==> config.mk <==
export PLATFORM = sky130hd
export DESIGN_NAME = score_display
export DESIGN_NICKNAME = d
export VERILOG_FILES = /design/src/rtl/score_display_pkg.sv /design/src/rtl/bin2bcd_seq.sv /design/src/rtl/score_display.sv
export SDC_FILE = /design/constraint.sdc
export NUM_CORES = 1
export LEC_CHECK = 0
export CORE_MARGIN = 2
export CORE_UTILIZATION = 57
export DETAILED_ROUTE_END_ITERATION = 6
export GPL_TIMING_DRIVEN = 0
export PLACE_DENSITY = 0.77
export SYNTH_ARGS = -nofsm -noshare
export SYNTH_HDL_FRONTEND = slang
export SYNTH_HIERARCHICAL = 1
export SYNTH_SLANG_ARGS = --single-unit
==> constraint.sdc <==
create_clock -name clk -period 2.6 [get_ports clk]
set_input_delay 0.52 -clock clk [delete_from_list [all_inputs] [get_ports clk]]
set_output_delay 0.52 -clock clk [all_outputs]
set_load 0.1 [all_outputs]
==> src/rtl/score_display_pkg.sv <==
// Shared constants, FSM state type and 7-segment decode for the score display.
package score_display_pkg;

    localparam int DIGITS    = 4;
    localparam int SCORE_W   = 14;
    localparam int BCD_W     = 16;
    localparam int MAX_SCORE = 9999;

    localparam logic [6:0] SEG_BLANK = 7'h7F;

    typedef enum logic [1:0] {
        ST_IDLE,
        ST_CONV,
        ST_COMMIT
    } conv_state_e;

    // Active-low {g,f,e,d,c,b,a} pattern for one BCD nibble; non-decimal nibbles go dark.
    function automatic logic [6:0] seg_decode(input logic [3:0] nib);
        logic [6:0] pattern;
        case (nib)
            4'd0:    pattern = 7'h40;
            4'd1:    pattern = 7'h79;
            4'd2:    pattern = 7'h24;
            4'd3:    pattern = 7'h30;
            4'd4:    pattern = 7'h19;
            4'd5:    pattern = 7'h12;
            4'd6:    pattern = 7'h02;
            4'd7:    pattern = 7'h78;
            4'd8:    pattern = 7'h00;
            4'd9:    pattern = 7'h10;
            default: pattern = SEG_BLANK;
        endcase
        return pattern;
    endfunction

endpackage

==> src/rtl/bin2bcd_seq.sv <==
// Sequential double-dabble converter: one shift-and-adjust step per clock.
// The working BCD register is stable once done pulses; the parent owns the
// committed copy.
module bin2bcd_seq
    import score_display_pkg::*;
(
    input  logic               clk,
    input  logic               rst,
    input  logic               start,
    input  logic [SCORE_W-1:0] bin,
    output logic               busy,
    output logic               done,
    output logic [BCD_W-1:0]   bcd
);

    localparam logic [SCORE_W-1:0] MAX_BIN   = SCORE_W'(MAX_SCORE);
    localparam logic [3:0]         LAST_ITER = 4'(SCORE_W - 1);

    conv_state_e        state_q;
    logic               busy_q;
    logic               done_q;
    logic [3:0]         iter_q;
    logic [SCORE_W-1:0] shift_q;
    logic [BCD_W-1:0]   bcd_work_q;
    logic [BCD_W-1:0]   bcd_adj;
    logic [BCD_W-1:0]   bcd_shift_d;

    // Add 3 to every nibble >= 5, then shift in the next binary bit.
    always_comb begin
        // NOTE: default assignment first so every path drives bcd_adj; no latch.
        bcd_adj = bcd_work_q;
        for (int i = 0; i < DIGITS; i++) begin
            if (bcd_work_q[4*i +: 4] >= 4'd5) begin
                bcd_adj[4*i +: 4] = bcd_work_q[4*i +: 4] + 4'd3;
            end
        end
        bcd_shift_d = {bcd_adj[BCD_W-2:0], shift_q[SCORE_W-1]};
    end

    // Conversion FSM with registered busy/done; loads are ignored outside IDLE.
    always_ff @(posedge clk or negedge rst) begin
        if (!rst) begin
            // NOTE: sequential state uses non-blocking assignments only.
            state_q    <= ST_IDLE;
            busy_q     <= 1'b0;
            done_q     <= 1'b0;
            iter_q     <= '0;
            shift_q    <= '0;
            bcd_work_q <= '0;
        end else begin
            done_q <= 1'b0;
            case (state_q)
                ST_IDLE: begin
                    if (start) begin
                        shift_q    <= (bin > MAX_BIN) ? MAX_BIN : bin;
                        bcd_work_q <= '0;
                        iter_q     <= '0;
                        busy_q     <= 1'b1;
                        state_q    <= ST_CONV;
                    end
                end
                ST_CONV: begin
                    bcd_work_q <= bcd_shift_d;
                    shift_q    <= {shift_q[SCORE_W-2:0], 1'b0};
                    iter_q     <= iter_q + 4'd1;
                    if (iter_q == LAST_ITER) begin
                        state_q <= ST_COMMIT;
                    end
                end
                ST_COMMIT: begin
                    // done leaves COMMIT as a single pulse so the parent writes once.
                    done_q  <= 1'b1;
                    busy_q  <= 1'b0;
                    state_q <= ST_IDLE;
                end
                default: begin
                    state_q <= ST_IDLE;
                    busy_q  <= 1'b0;
                end
            endcase
        end
    end

    assign busy = busy_q;
    assign done = done_q;
    assign bcd  = bcd_work_q;

endmodule

==> src/rtl/score_display.sv <==
// 4-digit multiplexed 7-segment score display: synchronises the scan and
// blink clocks, converts the score to BCD and scans one digit per scan tick
// with leading-zero suppression and per-digit blinking.
module score_display
    import score_display_pkg::*;
(
    input  logic               clk,
    input  logic               rst,
    input  logic               fast_clk,
    input  logic               blink_clk,
    input  logic [SCORE_W-1:0] score,
    input  logic               score_load,
    input  logic [DIGITS-1:0]  blink_mask,
    output logic [6:0]         seg,
    output logic               dp,
    output logic [DIGITS-1:0]  an,
    output logic               busy
);

    logic              fast_s1_q, fast_s2_q, fast_prev_q;
    logic              blink_s1_q, blink_s2_q;
    logic              scan_tick;
    logic              upd_q;
    logic [1:0]        idx_q;
    logic [BCD_W-1:0]  bcd_q;
    logic [6:0]        seg_q, seg_d;
    logic [DIGITS-1:0] an_q, an_d;
    logic              conv_done;
    logic [BCD_W-1:0]  conv_bcd;
    logic [BCD_W-1:0]  upper;
    logic [3:0]        nib;
    logic              lead_zero;
    logic              blank;

    bin2bcd_seq u_bin2bcd (
        .clk   (clk),
        .rst   (rst),
        .start (score_load),
        .bin   (score),
        .busy  (busy),
        .done  (conv_done),
        .bcd   (conv_bcd)
    );

    // Two-flop synchronisers plus the previous-value flop for edge detection.
    always_ff @(posedge clk or negedge rst) begin
        if (!rst) begin
            fast_s1_q   <= 1'b0;
            fast_s2_q   <= 1'b0;
            fast_prev_q <= 1'b0;
            blink_s1_q  <= 1'b0;
            blink_s2_q  <= 1'b0;
        end else begin
            fast_s1_q   <= fast_clk;
            fast_s2_q   <= fast_s1_q;
            fast_prev_q <= fast_s2_q;
            blink_s1_q  <= blink_clk;
            blink_s2_q  <= blink_s1_q;
        end
    end

    assign scan_tick = fast_s2_q & ~fast_prev_q;

    // Next segment/anode pattern for the current index, including all blanking rules.
    always_comb begin
        upper     = bcd_q >> {idx_q, 2'b00};
        nib       = upper[3:0];
        lead_zero = (idx_q != 2'd0) && (upper == '0);
        blank     = lead_zero || (blink_mask[idx_q] && !blink_s2_q);
        seg_d     = blank ? SEG_BLANK : seg_decode(nib);
        an_d      = ~(4'b0001 << idx_q);
    end

    // Committed BCD value and the scan/output registers; seg and an move together.
    always_ff @(posedge clk or negedge rst) begin
        if (!rst) begin
            bcd_q <= '0;
            upd_q <= 1'b0;
            idx_q <= 2'd0;
            seg_q <= SEG_BLANK;
            an_q  <= '1;
        end else begin
            upd_q <= scan_tick;
            if (conv_done) begin
                bcd_q <= conv_bcd;
            end
            if (upd_q) begin
                seg_q <= seg_d;
                an_q  <= an_d;
                idx_q <= idx_q + 2'd1;
            end
        end
    end

    assign seg = seg_q;
    assign an  = an_q;
    assign dp  = 1'b1;

endmodule

==> results of run 1 <==
cell families after synthesis:
| family | after synthesis | share of synthesized area [%] |
|---|---|---|
| AND/OR/NAND/NOR | 64 | 9.56 |
| buffers and inverters | 45 | 5.59 |
| multiplexers | 28 | 9.70 |
| other | 1 | 0.101 |
| XOR/XNOR | 4 | 0.943 |
| AO/OA/AOI/OAI | 89 | 18.2 |
| adder cells (fa/ha/maj) | 19 | 6.40 |
| flip-flops | 73 | 49.5 |
Yosys cell counts (8+ instances only):
| cell type | number | area, sq um |
|---|---|---|
| dfstp_2 | 11 | 289 |
| dfrtp_1 | 62 | 1550 |
| o21ai_0 | 16 | 80.1 |
| o2111ai_1 | 8 | 70.1 |
| inv_1 | 27 | 101 |
| ha_1 | 19 | 238 |
| clkbuf_1 | 9 | 33.8 |
| o21a_1 | 8 | 60.1 |
| mux2_2 | 18 | 203 |
| a21oi_1 | 8 | 40.0 |
| nor2_1 | 11 | 41.3 |
| nand2_1 | 20 | 75.1 |
worst max path at each step:
stage,endpoint,slack (ps),cells past startpoint
6_report,seg[5],50,1
5_1_grt,seg[5],20,1
4_1_cts,seg[5],40,1
3_5_place_dp,seg[4]$_DFFE_PN1P_,-50,8
3_3_place_gp,idx_q[1]$_DFFE_PN0P_,-1410,1
2_1_floorplan,seg[4]$_DFFE_PN1P_,340,8
metrics by stage:
step	instances	hold slack [ps]	cell area [sq um]	setup slack [ps]
5_1_grt	449	370	4360	18.7
4_1_cts	449	330	4350	40.4
3_5_place_dp	434	337	4150	-52.9
6_report	449	299	4360	54.1
2_1_floorplan	323	224	3720	338
3_3_place_gp	434	334	4150	-1410
layer usage:
metal  global-route usage [%]  part of all wire [%]
met4                     8.66                   1.6
met3                     3.74                   3.9
met1                     32.2                    48
met5                        0                     0
met2                     32.5                    46
report_power, final:
group          internal [mW]  total [mW]  leakage (nW)  switching, mW
Combinational           1.21        2.95         0.928           1.73
Clock                  0.472       0.880         0.101          0.408
Sequential              1.64        2.02         0.889          0.380
Total                   3.33        5.85          1.92           2.52
registers in the layout, summed over array words and instances, names as in the netlist:
name               flops
u_bin2bcd/done         1
u_bin2bcd/bcd         16
fast_s1_q              1
seg                    7
blink_s2_q             1
u_bin2bcd/iter_q       4
fast_prev_q            1
upd_q                  1
fast_s2_q              1
u_bin2bcd/state_q      2
an                     4
bcd_q                 16
u_bin2bcd/shift_q     14
u_bin2bcd/busy         1
idx_q                  2
blink_s1_q             1
final cells by class:
| type | instances | area, sq um | share of cell area (%) |
|---|---|---|---|
| buffer | 17 | 103 | 2.35 |
| clock buffer | 12 | 145 | 3.33 |
| clock inverter | 4 | 52.6 | 1.21 |
| inverter | 27 | 101 | 2.32 |
| multi-input combinational | 205 | 1680 | 38.6 |
| sequential | 73 | 1840 | 42.2 |
| tap | 77 | 96.3 | 2.21 |
| timing repair buffer | 34 | 338 | 7.75 |
timing repair:
| action | 4_1_cts | 5_1_grt |
|---|---|---|
| endpoints found under the setup margin | 5 | 4 |
| gates cloned | 0 | 0 |
| endpoints found under the hold margin | 0 | 0 |
| gates resized for setup | 1 | 2 |
==> results.py, run 1 <==
metrics = {
    "outcome": {
        "status": "finished, final reports clean",
    },
    "cells_and_area": {
        "fillers": 484,
        "drive_above_1_share_pct": 17.5,
        "diodes": 0,
        "final_common_cell": "dfrtp_1",
        "syn2layout_area_growth_pct": 17.3,
        "final_cell_mix": "dfrtp_1 (62), clkdlybuf4s50_1 (33), inv_1 (27)",
        "nNetsFinal": 409,
        "fin_util_pct": 69.1,
    },
    "clocking": {
        "cts_tree": "yes",
        "clock_path_buffers": 2,
        "hold_buffers": 0,
        "cts.sinks": 73,
        "clk_latency_ps": 340,
        "cts_buffers": 9,
        "cts_setup_buffers": 0,
        "cts.root.buffer_cell": "clkbuf_8",
        "path_clk_slew_ps": 70,
        "ctsHtreeMaxLevel": 3,
    },
    "sta": {
        "finalSetupViolCount": 0,
        "worstMarginPinSlew_ps": 987,
        "finalWorstPathRequiredPeriod_ps": 2550,
        "maxSlewViolCount": 0,
        "fin_skew_ps": 10.1,
        "setup_tns_ps": 0,
        "fmax_mhz": 393,
        "rsz0062_at_grt": "false",
        "finalCritPeriodShare_pct": 97.9,
        "slew_headroom_pct": 34.0,
        "hold_violations": 0,
    },
    "logic_synthesis": {
        "ys_seq_elements": 73,
        "yosysWarnings": 6,
        "seq_area_frac_synth_pct": 49.5,
        "syn-cell-area_sq_um": 3720,
        "async_flop_share_pct": 100,
        "synthFlopType": "dfrtp_1",
        "yosysUniqueCellTypes": 63,
        "synth-edff-count": 0,
        "synth.avg_cell_area_sq_um": 11.5,
        "postSynthNetCount": 365,
        "syn_inst": 323,
    },
    "floorplanning": {
        "start_util_pct": 58.9,
        "die_width_um": 84.7,
        "io-pin-count": 36,
        "rows": 29,
        "die_height_um": 84.7,
        "die_area_sq_um": 7180,
        "core_area_sq_um": 6310,
    },
    "global_routing": {
        "grt_pass1_vias": 2608,
        "antenna_found_initial": 0,
        "grt.overflow.total": 0,
        "grt_max_degree": 74,
        "grt_usage_pct": 21.9,
        "grt_pass1_wl_um": 12500,
    },
    "worst_setup_path": {
        "r2r_slack_ps": 200,
        "cp_top_family": "buffers and inverters",
        "cp.buffers_inverters": 1,
        "critPathMaxFanout": 2,
        "cp_slowest_cell": "clkdlybuf4s50_1",
        "r2r_cells": 8,
        "r2r_start": "idx_q[0]$_DFFE_PN0P_",
        "cpPeakStageDelay_ps": 1140,
        "r2r-end": "seg[4]$_DFFE_PN1P_",
        "required_ps": 2080,
        "crit_type": "reg -> out",
        "critPathLaunch": "seg[5]$_DFFE_PN1P_",
        "start_kind": "flip-flop",
        "worstPathArrival_ps": 2030,
        "crit_chain": "clkdlybuf4s50_1",
        "critPathCaptureType": "primary output",
    },
    "power": {
        "ir_drop_v": 0.00120,
        "total_power_mw": 5.85,
        "p_leak_nw": 1.92,
        "power.density_nw_per_um2": 1340,
    },
    "flow_run": {
        "max-cap-violations": 0,
    },
    "routing": {
        "dr.pass1.iters": 4,
        "ant_nets": 0,
        "vias": 2619,
        "wl_per_cell_um": 16.0,
        "drtIter0Drc": 137,
        "drc": 0,
        "routed_wl_um": 7170,
        "via_per_inst": 5.83,
    },
    "placed_design": {
        "port_buffers": 34,
        "dp_hpwl_um": 5070,
        "globalplace.congestion": 0.914,
    },
    "min_path": {
        "hold_class": "in -> async",
    },
}
(Power assumes the default switching activity.)
==> run 2, diff against run 1 <==
- CAP_MARGIN: default -> 30
- TNS_END_PERCENT: default -> 50
==> results of run 2 <==
The final DEF is identical to that of run 1; final timing and power are the same.
